$ cat config.mk
export PLATFORM = sky130hd
export DESIGN_NAME = riscv_next_strategy_gshare_ras
export DESIGN_NICKNAME = d
export VERILOG_FILES = /design/src/rtl/riscv_next_strategy_gshare_ras.sv
export SDC_FILE = /design/constraint.sdc
export NUM_CORES = 2
export LEC_CHECK = 0
export CORE_MARGIN = 3
export CORE_UTILIZATION = 56
export DETAILED_ROUTE_END_ITERATION = 6
export PLACE_DENSITY = 0.76
export SYNTH_ARGS = -nofsm -noshare
export SYNTH_HDL_FRONTEND = slang
export SYNTH_SLANG_ARGS = --single-unit
$ cat constraint.sdc
create_clock -name clk -period 7.9 [get_ports clk]
set_clock_uncertainty 0.15 [all_clocks]
set_input_delay 1.58 -clock clk [delete_from_list [all_inputs] [get_ports clk]]
set_output_delay 1.58 -clock clk [all_outputs]
set_load 0.01 [all_outputs]
$ cat src/rtl/riscv_next_strategy_gshare_ras.sv
// riscv_next_strategy_gshare_ras
//   Next-PC predictor beside fetch: tagged direct-mapped BTB, gshare PHT
//   (pc XOR speculative global history) and a circular return address stack.
//   Speculative history / RAS pointer are restored from committed copies on
//   flush. Lookup is purely combinational from i_if_pc.
// Ports:
//   clk, nreset        clock (rising) / async active-low reset
//   enable, i_stall    state advances only when enable && !i_stall
//   i_if_pc            fetch PC to predict for
//   o_inject(_addr)    redirect request and target (addr is 0 when no inject)
//   i_pm_flush         restore speculative history/pointer from commit state
//   i_upd_*            resolved control-flow update (kind 11 = ignore)
module riscv_next_strategy_gshare_ras #(
  parameter int ADDR_WIDTH      = 64,
  parameter int BTB_INDEX_WIDTH = 4,
  parameter int BTB_TAG_WIDTH   = 8,
  parameter int GHR_WIDTH       = 6,
  parameter int PHT_INDEX_WIDTH = 8,
  parameter int COUNTER_WIDTH   = 2,
  parameter int RAS_DEPTH       = 4
) (
  input  logic                  clk,
  input  logic                  nreset,
  input  logic                  enable,
  input  logic                  i_stall,
  input  logic [ADDR_WIDTH-1:0] i_if_pc,
  output logic                  o_inject,
  output logic [ADDR_WIDTH-1:0] o_inject_addr,
  input  logic                  i_pm_flush,
  input  logic                  i_upd_valid,
  input  logic [ADDR_WIDTH-1:0] i_upd_pc,
  input  logic [ADDR_WIDTH-1:0] i_upd_target,
  input  logic [1:0]            i_upd_kind,
  input  logic                  i_upd_taken,
  input  logic                  i_upd_call,
  input  logic                  i_upd_ret
);
  localparam int BTB_N = 1 << BTB_INDEX_WIDTH;
  localparam int PHT_N = 1 << PHT_INDEX_WIDTH;
  localparam int SP_W  = $clog2(RAS_DEPTH);
  localparam int CNT_W = SP_W + 1;
  localparam int TGT_W = ADDR_WIDTH - 2;
  localparam logic [COUNTER_WIDTH-1:0] CTR_INIT = COUNTER_WIDTH'((1 << (COUNTER_WIDTH-1)) - 1);
  localparam logic [CNT_W-1:0]         CNT_MAX  = CNT_W'(RAS_DEPTH);

  typedef enum logic [1:0] {BT_BR, BT_JMP, BT_CALL, BT_RET} btb_type_e;

  typedef struct packed {
    logic                     valid;
    logic [BTB_TAG_WIDTH-1:0] tag;
    logic [TGT_W-1:0]         target;
    btb_type_e                kind;
  } btb_entry_t;

  btb_entry_t               btb_q [BTB_N];
  logic [COUNTER_WIDTH-1:0] pht_q [PHT_N];
  logic [TGT_W-1:0]         ras_q [RAS_DEPTH];

  logic [GHR_WIDTH-1:0] spec_ghr_q, spec_ghr_d, commit_ghr_q, commit_ghr_d;
  logic [SP_W-1:0]      spec_sp_q, spec_sp_d, commit_sp_q, commit_sp_d;
  logic [CNT_W-1:0]     spec_cnt_q, spec_cnt_d, commit_cnt_q, commit_cnt_d;

  logic active;
  assign active = enable && !i_stall;

  // ---------------- fetch-side lookup ----------------
  logic [BTB_INDEX_WIDTH-1:0] f_idx;
  logic [BTB_TAG_WIDTH-1:0]   f_tag;
  btb_entry_t                 f_ent;
  logic                       f_hit, f_taken, ras_push;
  logic [PHT_INDEX_WIDTH-1:0] f_pht_idx, spec_ghr_ext, commit_ghr_ext;
  logic [TGT_W-1:0]           f_link, ras_top;

  // History is narrower than the PHT index; zero-extend before the XOR.
  always_comb begin
    spec_ghr_ext                    = '0;
    spec_ghr_ext[GHR_WIDTH-1:0]     = spec_ghr_q;
    commit_ghr_ext                  = '0;
    commit_ghr_ext[GHR_WIDTH-1:0]   = commit_ghr_q;
  end

  assign f_idx     = i_if_pc[2 +: BTB_INDEX_WIDTH];
  assign f_tag     = i_if_pc[BTB_INDEX_WIDTH+2 +: BTB_TAG_WIDTH];
  assign f_ent     = btb_q[f_idx];
  assign f_hit     = f_ent.valid && (f_ent.tag == f_tag);
  assign f_pht_idx = i_if_pc[2 +: PHT_INDEX_WIDTH] ^ spec_ghr_ext;
  assign f_taken   = pht_q[f_pht_idx][COUNTER_WIDTH-1];
  assign f_link    = i_if_pc[ADDR_WIDTH-1:2] + TGT_W'(1);
  assign ras_top   = ras_q[spec_sp_q - SP_W'(1)];

  always_comb begin
    o_inject      = 1'b0;
    o_inject_addr = '0;
    if (f_hit) begin
      case (f_ent.kind)
        BT_BR: begin
          o_inject      = f_taken;
          o_inject_addr = f_taken ? {f_ent.target, 2'b00} : '0;
        end
        BT_JMP, BT_CALL: begin
          o_inject      = 1'b1;
          o_inject_addr = {f_ent.target, 2'b00};
        end
        BT_RET: begin
          o_inject      = 1'b1;
          // An empty stack falls back to whatever target the BTB last saw.
          o_inject_addr = (spec_cnt_q != '0) ? {ras_top, 2'b00} : {f_ent.target, 2'b00};
        end
      endcase
    end
  end

  // ---------------- resolve-side update ----------------
  logic [BTB_INDEX_WIDTH-1:0] u_idx;
  logic [BTB_TAG_WIDTH-1:0]   u_tag;
  logic [PHT_INDEX_WIDTH-1:0] u_pht_idx;
  logic [COUNTER_WIDTH-1:0]   u_ctr, u_ctr_d;
  logic                       u_hit, u_ok, u_br, u_call, u_ret, u_alloc;
  btb_type_e                  u_type;

  assign u_idx     = i_upd_pc[2 +: BTB_INDEX_WIDTH];
  assign u_tag     = i_upd_pc[BTB_INDEX_WIDTH+2 +: BTB_TAG_WIDTH];
  assign u_hit     = btb_q[u_idx].valid && (btb_q[u_idx].tag == u_tag);
  assign u_ok      = i_upd_valid && (i_upd_kind != 2'b11);
  assign u_br      = u_ok && (i_upd_kind == 2'b00);
  assign u_ret     = u_ok && i_upd_ret;
  assign u_call    = u_ok && i_upd_call && !i_upd_ret;
  // Never-taken branches that miss are not worth a BTB slot.
  assign u_alloc   = u_ok && !(u_br && !i_upd_taken && !u_hit);
  assign u_pht_idx = i_upd_pc[2 +: PHT_INDEX_WIDTH] ^ commit_ghr_ext;
  assign u_ctr     = pht_q[u_pht_idx];

  always_comb begin
    u_type = i_upd_ret ? BT_RET : i_upd_call ? BT_CALL :
             (i_upd_kind == 2'b00) ? BT_BR : BT_JMP;
    u_ctr_d = u_ctr;
    if (i_upd_taken && (u_ctr != '1))       u_ctr_d = u_ctr + COUNTER_WIDTH'(1);
    else if (!i_upd_taken && (u_ctr != '0)) u_ctr_d = u_ctr - COUNTER_WIDTH'(1);
  end

  // Committed next state; flush restores from this, so a same-cycle update
  // is already folded in.
  always_comb begin
    commit_ghr_d = commit_ghr_q;
    commit_sp_d  = commit_sp_q;
    commit_cnt_d = commit_cnt_q;
    if (u_br) commit_ghr_d = GHR_WIDTH'({commit_ghr_q, i_upd_taken});
    if (u_ret) begin
      if (commit_cnt_q != '0) begin
        commit_sp_d  = commit_sp_q - SP_W'(1);
        commit_cnt_d = commit_cnt_q - CNT_W'(1);
      end
    end else if (u_call) begin
      commit_sp_d  = commit_sp_q + SP_W'(1);
      commit_cnt_d = (commit_cnt_q == CNT_MAX) ? CNT_MAX : commit_cnt_q + CNT_W'(1);
    end
  end

  always_comb begin
    spec_ghr_d = spec_ghr_q;
    spec_sp_d  = spec_sp_q;
    spec_cnt_d = spec_cnt_q;
    ras_push   = 1'b0;
    if (i_pm_flush) begin
      spec_ghr_d = commit_ghr_d;
      spec_sp_d  = commit_sp_d;
      spec_cnt_d = commit_cnt_d;
    end else if (f_hit) begin
      case (f_ent.kind)
        BT_BR:   spec_ghr_d = GHR_WIDTH'({spec_ghr_q, f_taken});
        BT_CALL: begin
          // Pointer wraps, silently overwriting the oldest return address.
          ras_push   = 1'b1;
          spec_sp_d  = spec_sp_q + SP_W'(1);
          spec_cnt_d = (spec_cnt_q == CNT_MAX) ? CNT_MAX : spec_cnt_q + CNT_W'(1);
        end
        BT_RET: begin
          if (spec_cnt_q != '0) begin
            spec_sp_d  = spec_sp_q - SP_W'(1);
            spec_cnt_d = spec_cnt_q - CNT_W'(1);
          end
        end
        default: ;
      endcase
    end
  end

  // ---------------- state ----------------
  always_ff @(posedge clk or negedge nreset) begin
    if (!nreset) begin
      for (int i = 0; i < BTB_N; i++) btb_q[i] <= '0;
      for (int i = 0; i < PHT_N; i++) pht_q[i] <= CTR_INIT;
      spec_ghr_q   <= '0;
      commit_ghr_q <= '0;
      spec_sp_q    <= '0;
      commit_sp_q  <= '0;
      spec_cnt_q   <= '0;
      commit_cnt_q <= '0;
    end else if (active) begin
      if (u_alloc)
        btb_q[u_idx] <= '{valid: 1'b1, tag: u_tag,
                          target: i_upd_target[ADDR_WIDTH-1:2], kind: u_type};
      if (u_br) pht_q[u_pht_idx] <= u_ctr_d;
      spec_ghr_q   <= spec_ghr_d;
      commit_ghr_q <= commit_ghr_d;
      spec_sp_q    <= spec_sp_d;
      commit_sp_q  <= commit_sp_d;
      spec_cnt_q   <= spec_cnt_d;
      commit_cnt_q <= commit_cnt_d;
    end
  end

  // RAS data needs no reset: entries are only read once spec_cnt says they
  // were pushed, and a push needs a BTB hit, which reset rules out.
  always_ff @(posedge clk) begin
    if (active && ras_push) ras_q[spec_sp_q] <= f_link;
  end

  logic unused_bits;
  assign unused_bits = ^{i_if_pc[1:0], i_upd_pc, i_upd_target[1:0]};

endmodule

* Word level (Yosys, flattened, before mapping)
Memory sizes are Yosys's and may differ from the RTL's.
Cells that the tools add are included.
** Storage, ports and cells
- Logic and storage cells :: 449
- Memories :: 1
- Memory bits (writable) :: 248
- Input port bits :: 203
- Flip-flop bits (word level) :: 1702
** Memories
- ras_q :: words 4, width 62, rd ports 1, clocked after memory_dff 0, write ports 1, RTL line 57 : logic [TGT_W-1:0] ras_q [RAS_DEPTH];
** Cells by class
- Eq/ne operators :: 10
- Magnitude comparators :: 6
- Reductions and logical operators :: 35
- Bitwise gates (word level) :: 6
- Muxes and demuxes :: 54
- Add/subtract/negate cells :: 11
** Operators by type and width (number)
- 1168-bit bitwise mux :: 1
- 73-bit binary-select mux with 4-bit select :: 2
- 512-bit bitwise mux :: 1
- 73-bit 2-to-1 mux :: 5
- 73-bit demux with 4-bit select :: 1
- 64-bit 2-to-1 mux :: 3
- 64-bit one-hot mux with 3 select lines :: 1
- 62-bit by 1-bit adder with 62-bit output, second input constant :: 1
- 2-bit binary-select mux with 8-bit select :: 2
- 2-bit 2-to-1 mux :: 15
- 3-bit 2-to-1 mux :: 8
- 6-bit 2-to-1 mux :: 4
- 9-bit >= comparator, second input constant :: 2
- 8-bit NOT with 9-bit output :: 2
- 2-bit demux with 8-bit select :: 1
- 8-bit == test :: 2
- 1-bit logical AND :: 16
- 8-bit by 6-bit bitwise XOR with 8-bit output :: 2
- 5-bit >= comparator, second input constant :: 2
- 4-bit NOT with 5-bit output :: 2
- 9-bit by 1-bit less-than comparator with 1-bit output, second input constant :: 1
- 3-bit nonzero test :: 3
- 1-bit 2-to-1 mux :: 7
- 2-bit by 1-bit adder with 2-bit output, second input constant :: 3
- other kinds (20) :: 35

* Logic depth before layout (Yosys ltp)
- Depth in word-level cells :: 11
- Gate-level depth with buffers :: 23
- Mapped depth without buffers :: 15

* Least setup slack after synthesis
No wires, ideal clock.
- Kind :: input -> output
- Start :: input port i_if_pc[2]
- End :: output port o_inject_addr[42]
- Path slack :: 41 ps
- Arrival :: 6129 ps
- Stages on the path :: 17
- Path through :: buf_2 > buf_4 > buf_4 > buf_2 > clkbuf_1 > buf_2 > clkbuf_1 > mux4_2 > mux4_2 > inv_1 > ha_1 > nand2b_1 > clkbuf_1 > clkbuf_1 > clkbuf_1 > a22oi_1 > o21ai_0
** Between the ends
- Longest elaborated chain between the ends :: 8
** Ends and longest elaborated chain
- start: declaration :: RTL line 26 : input logic [ADDR_WIDTH-1:0] i_if_pc,
- 8-bit by 6-bit bitwise XOR with 8-bit output / 4-bit NOT with 5-bit output (equally long branches) :: RTL line 86, 84
- 8-bit NOT with 9-bit output (not written as such) / 73-bit binary-select mux with 4-bit select (equally long branches) :: RTL line 87, 84
- 2-bit binary-select mux with 8-bit select / 73-bit 2-to-1 mux (equally long branches) :: RTL line 87, 84
- 2-bit 2-to-1 mux (not written as such) / 73-bit 2-to-1 mux (equally long branches) :: RTL line 87, 84
- 2-bit 2-to-1 mux (not written as such) (tied with other cells) :: RTL line 87 : assign f_taken = pht_q[f_pht_idx][COUNTER_WIDTH-1];
- 64-bit 2-to-1 mux / 2-bit OR reduction (equally long branches)
- 64-bit one-hot mux with 3 select lines :: RTL line 95 : case (f_ent.kind)
- 64-bit 2-to-1 mux (*) :: RTL line 94 : if (f_hit) begin
- end: declaration :: RTL line 28 : output logic [ADDR_WIDTH-1:0] o_inject_addr,
Mark *: on every way between the ends. The rest lies on a longest branch, timed or not. The select of a mux whose other input is x is not followed.

* Final worst setup path
- Start :: input port i_if_pc[2]
- End :: output port o_inject_addr[14]
The elaborated chain is that of the path after synthesis.

==> impl_metrics.toml <==
[outcome]
status = "complete, no violations"

[logic_synthesis]
synthCells = 6818
yosysWarnings = 0
synth_area_per_cell_um2 = 13.48
yosys.area.top_type_share = 0.3938
syn_area_mm2 = 0.09189
ys_seq_elements = 1950
ys_types = 75
ys_seq_area_frac = 0.5480
async_flop_share = 0.8728
synth_top_cell_by_area = "dfrtp_1"
synthFlopType = "dfrtp_1"
synth_area_leaders = "dfrtp_1 39%, mux4_2 14%, mux2_2 14%"
synth_edf_count = 248

[sta]
fmax_mhz = 128.5
period_share = 0.9854
slew_viol_final = 0
worst_pin_slew_ns = 1.443
hold_viol = 0
period_minus_slack_ns = 7.784
rsz0062_at_grt = "no"
setup_viol = 0
slew_headroom = 0.03443
setup_tns_ns = 0

[worst_setup_path]
path_class = "primary input to primary output"
worst_setup_path_end_kind = "primary output"
crit_arrival_ns = 6.05
required_ns = 6.17
slowest_delay_ns = 0.74
crit_slowest_cell = "and2_4"
critPathLaunchType = "primary input"
crit_family = "buffers and inverters"
crit_chain = "buf_8 -> buf_4 -> mux4_2 -> mux4_2 -> ha_1 -> buf_4 -> and2_4 -> a22oi_1 -> o21ai_0 -> clkdlybuf4s50_1"
worst-path-buf-inv = 4
path_max_fanout = 58

[floorplan]
die_area_mm2 = 0.1690
core.rowCount = 148
start_util = 0.5639
die_w_um = 411.1
core_region_area_mm2 = 0.1630
num_io_pins = 268
die_h_um = 411.1

[place]
io_buffer_count = 209
hpwl_mm = 158.1
dpl-instance-area_mm2 = 0.09658
gp_congestion = 0.9718

[finish]
final_cell_mix = "1445 x dfrtp_1, 1127 x mux2_2, 1124 x nand2_1"
fillers = 11750
final_common_cell = "dfrtp_1"
multi_input_area_mm2 = 0.03943
final_area_mm2 = 0.1031
synthToLayoutAreaGrowth_pct = 12.18
seqCellArea_mm2 = 0.05036
layout.nets = 7115
layout-drive-gt1-share = 0.3572

[power]
leakage_nw = 43.83
power.density_mw_per_mm2 = 240.3
ir_worst_vdd_mv = 0.2418

[drt]
first_iter_violations = 6173
wire_per_inst_um = 28.30
drcViolationCount = 0
vias = 60720
drt_wl_total_mm = 261.9
via_per_inst = 6.560
detail-route-antenna-nets = 0
first_pass_iters = 6

[global_route]
antenna_found_initial = 36
grt-ovfl-total = 0
grt_max_degree = 201
grt_pass1_vias = 62850
grt_pass1_wl_mm = 395.6
grt_use_total = 0.3118

[clock_network]
cts_tree = "yes"
cts_root_buf = "clkbuf_16"
cts_buffer_depth = 3
cts_made_buffers = 194
postCtsHoldBufs = 0
cts.sinks = 1950
cts_max_level = 4
cts.reportedPaths.clkPinSlew_ns = 0.06
clk_latency_ns = 0.84

[worst_hold_path]
hold_path_class = "register to register"

[run]
drv_cap = 0
-- final cells by class --
| type | instances | share of cell area |
|---|---|---|
| clock inverters | 65 | 0.007513 |
| diodes | 20 | 0.0004855 |
| inverters | 22 | 0.0008011 |
| clock buffers | 296 | 0.05482 |
| repair buffers | 410 | 0.03891 |
| flip-flops and latches | 1950 | 0.4886 |
| multi-input cells | 4317 | 0.3825 |
| well taps | 2175 | 0.02640 |
-- Yosys cell counts, types with 9 or more instances --
library cell / number
buf_6: 19
nand2b_1: 23
edfxtp_1: 248
nand2_1: 1136
nor3_1: 31
a211oi_1: 10
a31oi_1: 16
mux2i_1: 61
xor2_1: 41
inv_1: 22
nor4_1: 16
and3_1: 18
a22oi_1: 78
nand4_1: 26
dfrtp_1: 1446
o22ai_1: 54
buf_1: 44
buf_4: 20
mux2_2: 1127
mux4_2: 581
o211ai_1: 9
xnor2_1: 61
a21oi_1: 60
nor2_1: 105
a32oi_1: 9
buf_2: 163
clkbuf_1: 284
mux2_1: 9
ha_1: 17
o21ai_0: 641
dfstp_2: 256
nand3_1: 67
-- through the flow --
step	hold slack, ns	power, mW	instances	setup WS [ns]	util
final	0.3277	24.77	9255	0.1155	0.6326
after global routing	0.3374	25.55	9242	0.03234	0.6324
after CTS	0.3282	24.77	9235	0.2232	0.6323
after detailed placement	0.3175	15.50	8871	0.007581	0.5927
after global placement	0.3073	15.34	8871	0.05013	0.5927
after floorplan	0.2944	13.97	6819	0.04060	-
-- sequential cells by signal, summed over array words and instances (netlist names) --
register      cells
btb_q          1168
commit_cnt_q      3
commit_ghr_q      6
commit_sp_q       2
pht_q           512
ras_q           248
spec_cnt_q        3
spec_ghr_q        6
spec_sp_q         2
-- routing by layer --
metal / global-route usage / part of all wire
met5: 0 / 0.00054
met4: 0.1491 / 0.052
met3: 0.09533 / 0.11
met2: 0.4751 / 0.46
met1: 0.4115 / 0.38
-- report_power, final --
| group | switching [mW] | internal (mW) | total [mW] |
|---|---|---|---|
| Combinational | 2.40 | 1.73 | 4.12 |
| Sequential | 0.416 | 10.9 | 11.3 |
| Clock | 3.95 | 5.39 | 9.34 |
-- final timing paths --
path	from	to	slack (ns)	cells past startpoint
max reg2reg	commit_ghr_q[1]$_DFFE_PN0P_	pht_q[208]$_DFFE_PN1P_	2.17	14
max in group asynchronous	nreset	btb_q[21]$_DFFE_PN0P_	5.03	3
max	i_if_pc[2]	o_inject_addr[14]	0.12	10
min	pht_q[328]$_DFFE_PN1P_	pht_q[328]$_DFFE_PN1P_	0.33	2
min reg2reg	pht_q[328]$_DFFE_PN1P_	pht_q[328]$_DFFE_PN1P_	0.33	2
min in group asynchronous	nreset	pht_q[287]$_DFFE_PN0P_	0.54	1
-- tightest hold or removal path: stages, from the launching register on --
cell     delay [ns]
dfstp_2        0.37
nand2_1        0.04
o21ai_0        0.07
-- kinds of logic (layout without fill, tap and decap cells) --
group | after synthesis | after routing | share of synthesized area
compound gates | 953 | 953 | 0.05908
simple gates | 1462 | 1462 | 0.06488
fa+ha+maj | 17 | 17 | 0.002315
flops | 1950 | 1950 | 0.5480
buf+inv | 552 | 793 | 0.02714
mux | 1778 | 1778 | 0.2883
xor+xnor | 105 | 105 | 0.01025
other cells | 1 | 22 | 0.00004081
-- timing repair --
| action | in CTS | in global routing |
|---|---|---|
| buffers inserted | 3 | 0 |
| setup endpoints to repair | 3 | 0 |
| gates resized for setup | 0 | 0 |
No activity file was read; power rests on OpenSTA's default activity.
